==> src/rtl/key_conditioner.sv <==
// -----------------------------------------------------------------------------
// key_conditioner
//
// Purpose:
//   Conditions asynchronous, active-low push-button pins for use as core
//   interrupt sources. Each channel is synchronized, then debounced: a change
//   is accepted only after DebounceCycles consecutive synchronized samples
//   that disagree with the current stable state. Edge pulses and an optional
//   sticky press flag are derived from the accepted transitions.
//
// Parameters:
//   Channels       number of independent button channels (1..32)
//   DebounceCycles consecutive stable samples needed to accept a change (>= 1)
//   SyncStages     synchronizer depth in flops (>= 2)
//
// Ports:
//   clk      in   system clock (single domain)
//   rst_n    in   asynchronous active-low reset
//   raw_n    in   [Channels] asynchronous button pins, 0 = pressed
//   clear    in   [Channels] synchronous pending clear, active high
//   level    out  [Channels] debounced pressed state, 1 = pressed
//   rise     out  [Channels] one-cycle press pulse
//   fall     out  [Channels] one-cycle release pulse
//   pending  out  [Channels] sticky press flag
//
// Configuration:
//   KEY_CONDITIONER__PENDING_LATCH_EN
//     defined   : pending sets on a press and clears on clear (set wins).
//     undefined : pending is tied to 0, clear is ignored, no flag registers.
// -----------------------------------------------------------------------------
module key_conditioner #(
  parameter int Channels       = 4,
  parameter int DebounceCycles = 500_000,
  parameter int SyncStages     = 2
) (
  input  logic                clk,
  input  logic                rst_n,
  input  logic [Channels-1:0] raw_n,
  input  logic [Channels-1:0] clear,
  output logic [Channels-1:0] level,
  output logic [Channels-1:0] rise,
  output logic [Channels-1:0] fall,
  output logic [Channels-1:0] pending
);

  localparam int            CntW    = $clog2(DebounceCycles + 1);
  localparam logic [CntW-1:0] LastCnt = CntW'(DebounceCycles - 1);

  // Synchronizer chain: stage 0 samples the pins, the last stage is the only
  // one the debouncer looks at.
  logic [Channels-1:0] sync_q [SyncStages];
  logic [Channels-1:0] sample;

  logic [Channels-1:0] stable_q;
  logic [CntW-1:0]     cnt_q [Channels];
  logic [CntW-1:0]     cnt_d [Channels];
  logic [Channels-1:0] differ;
  logic [Channels-1:0] toggle;
  logic [Channels-1:0] rise_q;
  logic [Channels-1:0] fall_q;

  // NOTE: sequential state uses non-blocking assignments so every flop samples
  // the pre-edge value of its neighbours; blocking here would collapse the
  // synchronizer chain into a single stage.
  always_ff @(posedge clk or negedge rst_n) begin
    if (!rst_n) begin
      // Released level for an active-low pin, so a held button is seen as a
      // fresh press after reset.
      for (int s = 0; s < SyncStages; s++) sync_q[s] <= '1;
    end else begin
      sync_q[0] <= raw_n;
      for (int s = 1; s < SyncStages; s++) sync_q[s] <= sync_q[s-1];
    end
  end

  assign sample = ~sync_q[SyncStages-1];

  // Per-channel debounce decision. The counter tracks how many consecutive
  // samples have disagreed with the stable state; the edge on which it would
  // reach DebounceCycles is the edge that accepts the change.
  // NOTE: every output of this block gets a default before any conditional
  // assignment, so no path leaves a value unassigned and no latch is inferred.
  always_comb begin
    differ = '0;
    toggle = '0;
    for (int c = 0; c < Channels; c++) begin
      cnt_d[c]  = '0;
      differ[c] = sample[c] ^ stable_q[c];
      toggle[c] = differ[c] && (cnt_q[c] == LastCnt);
      if (differ[c] && !toggle[c]) cnt_d[c] = cnt_q[c] + CntW'(1);
    end
  end

  // NOTE: the counter array is small per-channel state, not a memory, so it is
  // reset explicitly; a partial count must not survive a reset.
  always_ff @(posedge clk or negedge rst_n) begin
    if (!rst_n) begin
      stable_q <= '0;
      rise_q   <= '0;
      fall_q   <= '0;
      for (int c = 0; c < Channels; c++) cnt_q[c] <= '0;
    end else begin
      stable_q <= stable_q ^ toggle;
      // Pulses are produced on the same edge the stable state flips, so they
      // line up with the first cycle of the new level.
      rise_q   <= toggle & ~stable_q;
      fall_q   <= toggle &  stable_q;
      for (int c = 0; c < Channels; c++) cnt_q[c] <= cnt_d[c];
    end
  end

  assign level = stable_q;
  assign rise  = rise_q;
  assign fall  = fall_q;

`ifdef KEY_CONDITIONER__PENDING_LATCH_EN
  logic [Channels-1:0] pending_q;

  // A press arriving on the same edge as a clear wins, so no event is lost.
  always_ff @(posedge clk or negedge rst_n) begin
    if (!rst_n) pending_q <= '0;
    else        pending_q <= (pending_q & ~clear) | (toggle & ~stable_q);
  end

  assign pending = pending_q;
`else
  logic unused_clear;

  assign unused_clear = ^clear;
  assign pending      = '0;
`endif

endmodule

==> config.mk <==
export PLATFORM = sky130hd
export DESIGN_NAME = key_conditioner
export DESIGN_NICKNAME = d
export VERILOG_FILES = /design/src/rtl/key_conditioner.sv
export SDC_FILE = /design/constraint.sdc
export NUM_CORES = 1
export LEC_CHECK = 0
export CORE_MARGIN = 5
export CORE_UTILIZATION = 43
export DETAILED_ROUTE_END_ITERATION = 12
export GPL_TIMING_DRIVEN = 1
export SKIP_LAST_GASP = 1
export SLEW_MARGIN = 40
export SYNTH_ARGS = -nofsm -noshare
export SYNTH_HDL_FRONTEND = slang
export SYNTH_SLANG_ARGS = --single-unit
==> constraint.sdc <==
create_clock -name clk -period 5.49 [get_ports clk]
set_clock_uncertainty 0.2 [all_clocks]
set_input_delay 0.549 -clock clk [delete_from_list [all_inputs] [get_ports clk]]
set_output_delay 0.549 -clock clk [all_outputs]
set_load 0.05 [all_outputs]
==> results.md <==
* Status: completed
* Nets@finish at 492
* Setup repair after global routing missed its margin: false
* P_leak at 2.083 nW
* CTS Buffer Depth at 2
* DP HPWL at 5257 um
* Count leader, synth: dfrtp_1
* Total Routing Usage GR at 13.39%
* Postcts setup bufs at 0
* Synth warn at 0
* Met3 usage at 3.904%
* Final instance area at 0.005089 mm^2
* FFs w/ async S/R, synth at 100.0%
* Max-slew headroom at 48.40%
* Top cells by count, synth: dfrtp_1, nor2_1, xnor2_1, nand2_1, nand3_1
* GP Congestion at 0.7934
* Power per cell area at 253.2 mW/mm^2
* DRT iter0 DRCs at 181
* Area of the multi-input gates at 0.002026 mm^2
* Worst vdd ir at 0.0001220 V
* Total power at 1.289 mW
* Wire per inst at 13.00 um
* Number of global-route vias before repair at 3,159
* Fin. max-slew vios at 0
* Detailed-route DRC error count at 0
* Fmax at 417.3 MHz
* Post-DRT Antenna Nets at 0
* Largest net degree at the start of global routing at 72
* Die height at 113.2 um
* Share of cells above drive strength 1 at 7.806%
* Cells after DPL at 594
* Clock-pin slew on the worst setup and hold paths at 90 ps
* Boundary Pins at 26
* CTS buffer count at 9
* EDFF count, synth at 0
* P&R area growth vs syn at 11.21%
* Kind of critical path: flip-flop to flip-flop
* Initial antenna violation count at 0
* #FFs+latches synth at 96
* Clk_lat worst skew at 350 ps
* Worst slew pin tran at 773.9 ps
* GR Util met2 at 21.45%
* Met1 usage at 17.58%
* TritonCTS clock tree: built
* CP Launch Type: flip-flop
* Synth top area share at 48.13%
* Biggest area consumer among synthesized cells: dfrtp_1
* Syn Area/Cell at 10.19 um^2
* Mapped Cells at 449
* Worst EP required at 5500 ps
* Die W at 113.2 um
* Sequential cell area fraction in the yosys report at 52.72%
* Final setup viols at 0
* DP Worst Slack at 3059 ps
* H-tree Lvls at 3
* FF/Latch Area at 0.002412 mm^2
* Cell Count, Final, Fillers Out at 610
* Final worst-path cycle share at 43.65%
* IO buf count at 17
* Syn Std Cell Area at 0.004576 mm^2
* Netlist cell types at 40
* Via count at 3,194
* Prevailing post-synth register cell: dfrtp_1
* Pre-antenna DRT Iters at 4
* MaxCap Viol Count at 0
* Sink Count at 96
* Clk root buf: clkbuf_8
* DRT Wirelength at 7928 um
* Placed cell area at 0.004858 mm^2
* Fin worst setup slack at 3093 ps
* Min Tclk post-route at 2397 ps
* GRT overflow at 0
* Crit end category: flip-flop
* Initial core utilization at 44.12%
* Die area at 0.01280 mm^2
* Largest cells by area after synthesis: dfrtp_1, xnor2_1, nor2_1
* Vias/cell at 5.236
* First-pass GRT wire length at 14,310 um
* Antenna diode instance count at 0
* Final Hold Viols at 0
* Filler cells at 962
* Total negative slack at 0 ps
* Grt peak-use layer: met2
* Post_cts resized at 0
* Total core area at 0.01037 mm^2
* Max FO, Critical Path at 19
* Core Rows at 37
* Hold Crit Class: flip-flop to flip-flop
* Arrival time worst endpoint at 2410 ps
final cells by class:
class / count / share of cell area (%)
sequential: 96 / 47.41
tap: 136 / 3.344
inverter: 19 / 1.402
multi-input combinational: 325 / 39.81
timing repair buffer: 19 / 3.713
clock buffer: 12 / 3.049
clock inverter: 3 / 1.279
timing repair:
action,4_1_cts,5_1_grt
hold endpoints to repair,23,0
hold buffers,1,0
setup endpoints to repair,0,0
where the power goes:
group | internal [mW] | switching (mW)
Combinational | 0.0131 | 0.0360
Clock | 0.279 | 0.232
Sequential | 0.719 | 0.00999
Total | 1.01 | 0.278
registers in the layout (all words and copies together) (netlist names):
name,flops
sync_q,8
fall,4
level,4
cnt_q,76
rise,4
worst paths after layout:
kind,cells past startpoint,to,slack (ps),from
setup / recovery,4,cnt_q[71],3090,cnt_q[62]
setup reg to reg,4,cnt_q[71],3090,cnt_q[62]
hold / removal,0,sync_q[1],160,sync_q[5]
hold reg to reg,0,sync_q[1],160,sync_q[5]
min in group asynchronous,2,cnt_q[69],430,rst_n
max in group asynchronous,3,cnt_q[56],3740,rst_n
stage by stage:
stage / hold WS [ps] / util, %
floorplan: 53.41 / -
global placement: 146.4 / 46.81
detailed placement: 147.5 / 46.85
CTS: 160.9 / 49.07
global route: 163.1 / 49.07
finish: 159.9 / 49.07
cell families after synthesis:
logic type / count (synthesis) / share of synthesized area (%)
and+or+nand+nor: 219 / 25.27
adders and majority gates: 12 / 3.281
buffers and inverters: 31 / 3.254
xor gates and xnor gates: 57 / 10.91
other: 1 / 0.08196
DFF: 96 / 52.72
AOI/OAI and AO/OA: 33 / 4.484
cells in the final DEF (no fill, tap or decap), types with 2 or more instances in the layout:
master           Yosys  layout
xnor2_1             32      32
and3_1               2       2
nor2b_1              2       2
nand3_1             26      26
o31ai_1              6       6
dfstp_2              8       8
and2_1               4       4
nand4_2              2       2
or3_1                6       6
dfrtp_1             88      88
nand2_1             27      27
bufinv_16            0       2
conb_1               1       4
o21ai_0              7       7
xor2_1              25      25
o21bai_2             2       2
a21oi_1             15      15
nor4b_1              2       2
nor2_1              68      68
nor3_1              15      15
or2_2                4       4
clkbuf_8             0      11
clkdlybuf4s50_1      0      16
nor4_1              15      15
or4_1                9       9
inv_1               19      19
nor4bb_1             2       2
and4_1               5       5
ha_1                12      12
nand4_1             24      24
critical path: stages (launching register included):
cell and delay (ps):
dfrtp_1 450, or4_1 550, nor4b_2 290, a41o_1 650, nor2_1 110
routing by layer:
metal  up-vias  wire [um]
met3        10        277
met2        41       3630
li1       1602          -
met5         -          0
met4         0         91
met1      1541       3928
No activity file was read; power rests on OpenSTA's default activity.
